### config.mk
export PLATFORM = sky130hd
export DESIGN_NAME = sync_fifo_flags
export DESIGN_NICKNAME = d
export VERILOG_FILES = /design/src/rtl/sync_fifo_flags.sv
export SDC_FILE = /design/constraint.sdc
export NUM_CORES = 1
export LEC_CHECK = 0
export ABC_AREA = 1
export BUFFER_PORTS_ARGS = -buffer_cell sky130_fd_sc_hd__buf_4
export CAP_MARGIN = 25
export CELL_PAD_IN_SITES_DETAIL_PLACEMENT = 0
export CELL_PAD_IN_SITES_GLOBAL_PLACEMENT = 1
export CORE_ASPECT_RATIO = 1.75
export CORE_MARGIN = 4
export CORE_UTILIZATION = 30
export CTS_CLUSTER_SIZE = 10
export DETAILED_ROUTE_END_ITERATION = 6
export GPL_TIMING_DRIVEN = 0
export MAX_ROUTING_LAYER = met4
export PLACE_DENSITY_LB_ADDON = 0.25
export SLEW_MARGIN = 30
export SYNTH_ARGS = -nofsm -noshare
export SYNTH_HDL_FRONTEND = slang
export SYNTH_SLANG_ARGS = --single-unit
### constraint.sdc
create_clock -name clk -period 2.7 [get_ports clk]
set_input_delay 0.54 -clock clk [delete_from_list [all_inputs] [get_ports clk]]
set_output_delay 0.54 -clock clk [all_outputs]
set_load 0.05 [all_outputs]
### src/rtl/sync_fifo_flags.sv
// Single-clock FIFO with programmable almost-full/empty thresholds, sticky error flags and occupancy count.
// Define FIFO_FWFT_EN for first-word fall-through reads; default is a registered read port.
module sync_fifo_flags #(
    parameter int unsigned FIFO_WIDTH    = 14,
    parameter int unsigned FIFO_DEPTH    = 64,
    parameter int unsigned AFULL_THRESH  = FIFO_DEPTH - 4,
    parameter int unsigned AEMPTY_THRESH = 4,
    localparam int unsigned CW           = $clog2(FIFO_DEPTH) + 1
) (
    input  logic                  clk,
    input  logic                  rst_n,
    input  logic                  wr_en,
    input  logic [FIFO_WIDTH-1:0] wr_data,
    input  logic                  rd_en,
    output logic [FIFO_WIDTH-1:0] rd_data,
    output logic                  rd_valid,
    output logic                  fifo_full,
    output logic                  fifo_empty,
    output logic                  fifo_almst_full,
    output logic                  fifo_almst_empty,
    output logic [CW-1:0]         fifo_count,
    input  logic                  err_clr,
    output logic                  fifo_ovf,
    output logic                  fifo_udf
);

    localparam int unsigned AW = $clog2(FIFO_DEPTH);

    logic [FIFO_WIDTH-1:0] r_mem [FIFO_DEPTH];
    logic [AW-1:0]         r_wr_ptr;
    logic [AW-1:0]         r_rd_ptr;
    logic [CW-1:0]         r_count;
    logic                  r_full;
    logic                  r_empty;
    logic                  r_afull;
    logic                  r_aempty;
    logic                  r_ovf;
    logic                  r_udf;

    logic                  w_rd_acc;
    logic                  w_wr_acc;
    logic                  w_ovf_evt;
    logic                  w_udf_evt;
    logic [CW-1:0]         w_count_next;

    // A pop frees a slot in the same cycle, so a full FIFO can still accept a write alongside a read.
    always_comb begin
        w_rd_acc     = rd_en & ~r_empty;
        w_wr_acc     = wr_en & (~r_full | w_rd_acc);
        w_ovf_evt    = wr_en & ~w_wr_acc;
        w_udf_evt    = rd_en & r_empty;
        w_count_next = r_count + CW'(w_wr_acc) - CW'(w_rd_acc);
    end

    always_ff @(posedge clk) begin
        if (w_wr_acc) begin
            r_mem[r_wr_ptr] <= wr_data;
        end
    end

    // Pointer, count and flag state; flags are decoded from the next count so they track the access edge.
    always_ff @(posedge clk or negedge rst_n) begin
        if (!rst_n) begin
            r_wr_ptr <= '0;
            r_rd_ptr <= '0;
            r_count  <= '0;
            r_full   <= 1'b0;
            r_empty  <= 1'b1;
            r_afull  <= 1'b0;
            r_aempty <= 1'b1;
        end else begin
            if (w_wr_acc) begin
                r_wr_ptr <= r_wr_ptr + AW'(1);
            end
            if (w_rd_acc) begin
                r_rd_ptr <= r_rd_ptr + AW'(1);
            end
            r_count  <= w_count_next;
            r_full   <= (w_count_next == CW'(FIFO_DEPTH));
            r_empty  <= (w_count_next == '0);
            r_afull  <= (w_count_next >= CW'(AFULL_THRESH));
            r_aempty <= (w_count_next <= CW'(AEMPTY_THRESH));
        end
    end

    // Sticky errors: a fresh error takes priority over a clear in the same cycle.
    always_ff @(posedge clk or negedge rst_n) begin
        if (!rst_n) begin
            r_ovf <= 1'b0;
            r_udf <= 1'b0;
        end else begin
            if (w_ovf_evt) begin
                r_ovf <= 1'b1;
            end else if (err_clr) begin
                r_ovf <= 1'b0;
            end
            if (w_udf_evt) begin
                r_udf <= 1'b1;
            end else if (err_clr) begin
                r_udf <= 1'b0;
            end
        end
    end

`ifdef FIFO_FWFT_EN
    // Head entry is presented directly; forced to zero while empty so reset leaves rd_data cleared.
    assign rd_data  = r_empty ? '0 : r_mem[r_rd_ptr];
    assign rd_valid = ~r_empty;
`else
    logic [FIFO_WIDTH-1:0] r_rd_data;
    logic                  r_rd_valid;

    always_ff @(posedge clk or negedge rst_n) begin
        if (!rst_n) begin
            r_rd_data  <= '0;
            r_rd_valid <= 1'b0;
        end else begin
            r_rd_valid <= w_rd_acc;
            if (w_rd_acc) begin
                r_rd_data <= r_mem[r_rd_ptr];
            end
        end
    end

    assign rd_data  = r_rd_data;
    assign rd_valid = r_rd_valid;
`endif

    assign fifo_full        = r_full;
    assign fifo_empty       = r_empty;
    assign fifo_almst_full  = r_afull;
    assign fifo_almst_empty = r_aempty;
    assign fifo_count       = r_count;
    assign fifo_ovf         = r_ovf;
    assign fifo_udf         = r_udf;

endmodule

Yosys cells after proc, flatten, opt, wreduce, memory -nomap -nowiden
Memory sizes are Yosys's and may differ from the RTL's. A register that Yosys moved wholly into a read port is not among the register bits. Cells that the tools add are included.

Word-level logic and storage cells: 35. Memories: 1. RAM bits: 896. Register bits: 26.

Reductions and logical operators: 4. Equal/unequal tests: 1. Add/sub/neg operators: 4. $lt $le $gt $ge: 2. Mux-type cells: 5. Bitwise gates (word level): 8.

Memory list: r_mem (words 64, width 14, read ports 1, clocked after Yosys merged registers in 1, write ports 1, line 29) `logic [FIFO_WIDTH-1:0] r_mem [FIFO_DEPTH];`.

Operators with widths (number): 6-bit by 1-bit adder with 6-bit output (second input constant) (2); 7-bit by 1-bit adder with 7-bit output (1); 7-bit == test (second input constant) (1); 7-bit by 6-bit greater-or-equal comparator with 1-bit output (second input constant) (1); 7-bit by 3-bit <= comparator with 1-bit output (second input constant) (1); 7-bit logical NOT (1); 7-bit by 1-bit subtractor with 7-bit output (1); 1-bit 2-to-1 mux (5); 1-bit bitwise AND (4); 2-bit nonzero test (2); 1-bit NOT (3); 1-bit logical NOT (1); 1-bit OR (1).

Logic depth before layout (Yosys ltp)
Gate-level depths: netlist of run 1.

Word-level depth: 7. Depth in mapped cells: 17. Depth with buffers taken out: 17.

Worst setup path before layout of run 1
OpenSTA, ideal clock, no wires.

Kind: in2reg. From: input rd_en. To: register r_full, in the netlist fifo_full. Path buffers: 0. Setup time: 0.073 ns. Arrival: 2.697 ns. Setup slack: -0.070 ns. Cell stages on the path: 17. Cell sequence: inv_1 -> nor2_4 -> inv_2 -> nand2_1 -> nand2_2 -> ha_1 -> inv_1 -> ha_1 -> fa_1 -> nand3_1 -> nand2_1 -> nand2_1 -> nand2_1 -> a21oi_1 -> xnor2_1 -> inv_1 -> nor2_1.

Word-level cells in the longest chain between the ends: 6.

RTL lines: from (decl) (line 14) `input logic rd_en,`; 1-bit bitwise AND * (line 48) `w_rd_acc = rd_en & ~r_empty;`; 1-bit OR (line 49) `w_wr_acc = wr_en & (~r_full | w_rd_acc);`; 1-bit bitwise AND (line 49); 7-bit by 1-bit adder with 7-bit output (line 52) `w_count_next = r_count + CW'(w_wr_acc) - CW'(w_rd_acc);`; 7-bit by 1-bit subtractor with 7-bit output * (line 52); named net w_count_next[6] (line 44) `logic [CW-1:0] w_count_next;`; 7-bit == test * (line 79) `r_full <= (w_count_next == CW'(FIFO_DEPTH));`; to (signal assigned) (line 79); to (decl) (line 33) `logic r_full;`.

Mark *: on every way through the listed nets, which the timed path passes. The rest lies on a longest branch. A chain may end at the register's enable or synchronous reset.

==> out/results.tsv, run 1 <==
metric	value	unit
Buf+Inv Stages, Crit Path	3	
hold path depth	3	
die area	0.138	mm^2
initial core utilization	0.303	
Final Slew Violations	0	
vias per cell	4.73	
Post-synth EDFFs	896	
final WL	138000	um
max cap viols	0	
Wirelength per Cell	25.0	um
outcome	completed	
Synth area leaders	edfxtp_1 (68%), nand2_1 (12%), nand3_1 (6.2%)	
PwrDens	1100	mW/mm^2
reg2reg path depth	11	
WP data arrival	3.30	ns
Final Cell Area	0.0459	mm^2
clock sinks	936	
Min-Delay Startpoint	rd_en	
DR pass1 iterations	7	
Peak VDD IR	0.777	mV
Post-DP HPWL	97600	um
Seq/Total Area, Yosys	0.707	
Post-Synthesis Cells	3585	
min cycle time layout	2.66	ns
Critical Path Max Stage Delay	0.48	ns
Final Hold Vio Count	0	
Synth Warn #	0	
slew margin rel.	0.323	
routability cong.	0.929	
Critical Path Start Type	flip-flop	
CP Class	flip-flop to flip-flop	
# rows	175	
Worst Max-Slew Pin Slew	1.02	ns
commonest cells in the netlist	nand2_1 (1269), edfxtp_1 (896), nand3_1 (486)	
initial drt markers	1725	
CP dominant cell by count	nand2_1	
Lkg Pwr	17.7	nW
Final period util	0.985	
crit end category	flip-flop	
Worst R2R End	rd_data[11]	
die height	488	um
Tot Pwr	0.0502	W
first-pass GRT wire length	192000	um
R2R Setup Slk	0.04	ns
top-count cell post-synth	nand2_1	
IO Port Bufs	46	
Crit path depth	11	
final non-filler cell total	5515	
clk buf depth	3	
Num CTS Buffers	103	
Clk Latency, worst-skew pair	0.72	ns
synth-to-layout area growth	16.2	%
Die X	282	um
mapped cell area	0.0395	mm^2
Fin Hold WS	0.0592	ns
Final ANT Viol Nets	0	
initial antenna violation count	1	
asr flop ratio synth	0.0427	
critical-path cell list	buf_2 > buf_2 > clkbuf_1 > nand2_1 > nand3_1 > nand3_1 > nand2_1 > nand3_1 > nand2_1 > nand2_1 > nand2_1	
Worst path top cell family by delay	buffers and inverters	
top_reg_cell synth	edfxtp_1	
I/O Pins	47	
Hold EP	fifo_udf	
Placed Area	0.0427	mm^2
flops & latches, synth	936	
total number of vias	26100	
Core Footprint	0.130	mm^2
clock-pin slew on the worst setup and hold paths	0.06	ns
RSZ-0062 raised after global routing	true	
min-delay worst type	primary input to flip-flop	
share of the synthesized area in the top cell type	0.681	
WP data required	3.34	ns
Slowest cell on crit path	clkbuf_1	
GRT Overall Usage	0.204	
Mapped Nets	3614	
Post-Syn Area per Cell	11.0	um^2
grt total ovfl	0	
Crit Reg-Reg Startpoint	r_rd_ptr[1]	
f_max	0.376	GHz
vias in the first global route	26400	
synth unique cells	31	
Clock Root Buffer	clkbuf_16	
Max Clock Skew	0.0346	ns
Synth area leader	edfxtp_1	
Post-Place Cells	5348	
final net count	3812	
CTS H-tree depth	3	
pin count of the biggest net entering global routing	65	
share of cells above drive strength 1	0.120	
CTS tree	built	
final setup fails	0	
DRC errors left	0	
CP max FO	10	
## cells by family after synthesis
logic type | after synthesis | synth area share
AO/OA/AOI/OAI | 138 | 0.0203
XOR/XNOR | 14 | 0.00311
adder cells (fa/ha/maj) | 10 | 0.00336
buffers and inverters | 506 | 0.0586
flip-flops | 936 | 0.707
AND/OR/NAND/NOR | 1981 | 0.208
## stage by stage
step                TNS, ns  utilization  setup slack (ns)
global placement    -951.53        0.322             -1.60
global route        -0.0761        0.352           -0.0285
detailed placement  -385.93        0.328            -0.814
CTS                       0        0.351            0.0106
floorplan                 0            -           0.00781
finish                    0        0.352            0.0397
## layout make-up
cell class,instances,area (um^2)
clock inverter,8,91.3
inverter,315,1190
antenna,2,5.00
fill,13000,84400
timing repair buffer,94,982
sequential,936,27900
buffer,190,1180
clock buffer,146,2740
tap,1681,2100
multi-input combinational,2143,9650
## report_power, final
part	leakage, nW	switching [W]	internal, W
sequential	8.54	0.000405	0.0167
combinational	7.76	0.0153	0.00525
clock	1.36	0.00565	0.00696
total	17.7	0.0213	0.0289
## cell usage in the layout (no fill, tap or decap), types with 3 or more instances in the layout
| cell type | netlist | final |
|---|---|---|
| nand3_1 | 486 | 485 |
| a21oi_1 | 60 | 59 |
| clkbuf_2 | 0 | 9 |
| clkbuf_16 | 0 | 103 |
| buf_8 | 2 | 7 |
| o21ai_1 | 10 | 10 |
| clkbuf_4 | 0 | 9 |
| inv_1 | 311 | 309 |
| buf_2 | 97 | 88 |
| xor2_1 | 11 | 10 |
| dfrtp_1 | 38 | 38 |
| buf_6 | 23 | 48 |
| clkbuf_1 | 33 | 66 |
| inv_2 | 4 | 5 |
| o211ai_1 | 43 | 43 |
| o21ai_0 | 24 | 23 |
| buf_1 | 10 | 7 |
| nor2_1 | 209 | 145 |
| buf_4 | 26 | 83 |
| nor2_4 | 1 | 31 |
| inv_6 | 0 | 5 |
| nor2_2 | 0 | 34 |
| nand2_1 | 1269 | 1267 |
| ha_1 | 9 | 7 |
| nand4_4 | 7 | 7 |
| buf_16 | 0 | 7 |
| nor3_2 | 1 | 3 |
| edfxtp_1 | 896 | 896 |
## sequential cells by signal (all words and copies together) (netlist names)
signal,flops
fifo_almst_empty,1
fifo_almst_full,1
fifo_count,7
fifo_empty,1
fifo_full,1
fifo_ovf,1
fifo_udf,1
r_mem,896
r_rd_ptr,6
r_wr_ptr,6
rd_data,14
rd_valid,1
## worst max path at each step
stage	from	endpoint
3_5_place_dp	rd_en	fifo_almst_full
3_3_place_gp	rd_en	r_mem[50][10]
2_1_floorplan	rd_en	fifo_full
6_report	r_rd_ptr[1]	rd_data[11]
4_1_cts	r_rd_ptr[2]	rd_data[11]
5_1_grt	fifo_empty	fifo_full
## what timing repair did
action	in CTS	in global routing
buffers inserted	6	2
pin swaps	9	7
hold buffers	2	0
endpoints found under the hold margin	40	0
endpoints found under the setup margin	757	114
resized for setup	21	31
## layer usage
metal / global-route usage / wire, um / vias to the layer above
li1: - / - / 12400
met4: 0.0923 / 7010 / 0
met3: 0.0218 / 5100 / 253
met2: 0.394 / 77700 / 715
met5: - / 0 / -
met1: 0.202 / 48100 / 12800
## worst reg2reg max path, delay by kind of cell (launching register included)
kind,cells,cell delay (ns)
flops,1,0.35
buf+inv,3,1.13
simple gates,8,1.11
No activity file was read; power rests on OpenSTA's default activity.
==> run 2: changes to the inputs <==
--- a/config.mk
+++ b/config.mk
@@ -10,8 +10,7 @@
 export CAP_MARGIN = 25
 export CELL_PAD_IN_SITES_DETAIL_PLACEMENT = 0
 export CELL_PAD_IN_SITES_GLOBAL_PLACEMENT = 1
-export CORE_ASPECT_RATIO = 1.75
-export CORE_MARGIN = 4
+export CORE_ASPECT_RATIO = 0.7
 export CORE_UTILIZATION = 30
 export CTS_CLUSTER_SIZE = 10
 export DETAILED_ROUTE_END_ITERATION = 6
==> out/results.tsv, run 2 (synthesis gave the netlist of run 1 again) <==
metric	value	unit	change
clock sinks	936		unchanged
final setup fails	0		unchanged
final non-filler cell total	5602		was 5515
P_int	0.0295	W	was 0.0289 W
Lkg Pwr	17.8	nW	was 17.7 nW
Flop pwr share	0.337		was 0.341
pin count of the biggest net entering global routing	65		unchanged
synth-to-layout area growth	17.0	%	was 16.2%
min-delay worst type	primary input to flip-flop		unchanged
GRT Overall Usage	0.209		was 0.204
Final period util	0.986		was 0.985
first-pass GRT wire length	191000	um	was 192000 um
final net count	3816		was 3812
final WL	136000	um	was 138000 um
CTS tree	built		unchanged
CP max FO	10		unchanged
Post-DP HPWL	92400	um	was 97600 um
DRC errors left	0		unchanged
max cap viols	0		unchanged
Clock Root Buffer	clkbuf_16		unchanged
f_max	0.375	GHz	was 0.376 GHz
Final Slew Violations	0		unchanged
Final Hold Vio Count	0		unchanged
Fin Hold WS	0.0568	ns	was 0.0592 ns
crit end category	flip-flop		unchanged
# rows	110		was 175
vias in the first global route	25100		was 26400
clock network power share	0.262		was 0.251
grt total ovfl	0		unchanged
Die X	436	um	was 282 um
Sw Pwr	0.0212	W	was 0.0213 W
CP Class	flip-flop to flip-flop		unchanged
Sw Share	0.418		was 0.424
RSZ-0062 raised after global routing	true		unchanged
Peak VDD IR	0.761	mV	was 0.777 mV
most frequent cells in the layout	nand2_1 (1266), edfxtp_1 (896), nand3_1 (476), inv_1 (311), nor2_1 (147)		was nand2_1 (1267), edfxtp_1 (896), nand3_1 (485), inv_1 (309), nor2_1 (145)
IO Port Bufs	46		unchanged
die area	0.133	mm^2	was 0.138 mm^2
initial drt markers	2880		was 1725
Worst Max-Slew Pin Slew	1.01	ns	was 1.02 ns
combinational power share	0.401		was 0.408
FILL cells	12800		was 13000
Num CTS Buffers	105		was 103
initial antenna violation count	5		was 1
total number of vias	26700		was 26100
Critical Path Start Type	flip-flop		unchanged
min cycle time layout	2.66	ns	about the same
Max Clock Skew	0.0403	ns	was 0.0346 ns
clk buf depth	3		unchanged
Tot Pwr	0.0507	W	was 0.0502 W
Wirelength per Cell	24.2	um	was 25.0 um
share of cells above drive strength 1	0.122		was 0.120
I/O Pins	47		unchanged
vias per cell	4.76		was 4.73
initial core utilization	0.305		was 0.303
CTS H-tree depth	3		unchanged
Post-Place Cells	5409		was 5348
Top reg by flops	r_mem		unchanged
outcome	completed		unchanged
die height	306	um	was 488 um
WP data arrival	3.30	ns	about the same
routability cong.	0.896		was 0.929
PwrDens	1100	mW/mm^2	about the same
Final ANT Viol Nets	0		unchanged
most common cell after layout, fill and taps aside	nand2_1		unchanged
DR pass1 iterations	5		was 7
Clk Latency, worst-skew pair	0.72	ns	about the same
Core Footprint	0.130	mm^2	about the same
clock-pin slew on the worst setup and hold paths	0.06	ns	about the same
slew margin rel.	0.329		was 0.323
Largest register FFs	896		unchanged
WP data required	3.33	ns	was 3.34 ns
==> run 2: stage by stage <==
step,instance area [um^2],util,setup slack (ns),setup TNS (ns)
after CTS,46000,0.355,0.000413,0
after detailed placement,42800,0.331,-0.908,-561.60
final,46200,0.357,0.0367,0
after floorplan,39500,-,0.00781,0
after global routing,46200,0.356,-0.0790,-1.47
after global placement,42000,0.324,-1.63,-1136.42
==> run 2: area by class of cell <==
class	count	area, um^2	share of cell area
clock buffers	176	3010	0.0651
multi-input cells	2143	9660	0.209
plain buffers	190	1210	0.0263
repair buffers	96	967	0.0209
flip-flops and latches	936	27900	0.604
diodes	5	12.5	0.000271
inverters	315	1190	0.0258
clock inverters	5	40.0	0.000867
well taps	1736	2170	0.0470
==> run 2: critical path, cell delays in order (launching register included) <==
cell and delay [ns]:
dfrtp_1 0.46, nand2_1 0.20, inv_1 0.15, clkbuf_4 0.29, buf_4 0.27, nand3_1 0.10
nand2_1 0.09, nor2_1 0.07, nand2_1 0.24, nand3_2 0.30, nand2_1 0.23, nand2_1 0.08
nand2_1 0.06
==> run 2: timing repair <==
action | 4_1_cts | 5_1_grt
setup endpoints to repair | 885 | 140
pin swaps | 4 | 7
hold buffers | 2 | 0
gates resized for setup | 33 | 44
endpoints found under the hold margin | 40 | 0
setup buffers | 6 | 0
==> run 2: worst paths after layout <==
kind                             start           to  slack [ns]  depth (start not counted)
max reg2reg                r_rd_ptr[2]   rd_data[0]        0.04                         12
min in group asynchronous        rst_n     rd_valid        0.42                          2
min                              rd_en     fifo_udf        0.06                          3
max                        r_rd_ptr[2]   rd_data[0]        0.04                         12
min reg2reg                rd_data[10]  rd_data[10]        0.48                          2
max in group asynchronous        rst_n  r_wr_ptr[5]        1.79                          2
==> run 2: power groups by stage <==
stage | registers, W | logic, W | clock network [W]
2_1_floorplan | 0.0179 | 0.0107 | 0
3_3_place_gp | 0.0174 | 0.0195 | 0
3_5_place_dp | 0.0174 | 0.0197 | 0
4_1_cts | 0.0171 | 0.0200 | 0.0135
5_1_grt | 0.0172 | 0.0218 | 0.0141
6_report | 0.0171 | 0.0203 | 0.0133
==> run 2: routing by layer <==
layer | global-route usage | vias up | part of all wire
li1 | - | 12400 | -
met5 | - | - | 0
met1 | 0.320 | 13200 | 0.51
met3 | 0.0481 | 150 | 0.078
met4 | 0.0459 | 0 | 0.020
met2 | 0.273 | 894 | 0.40
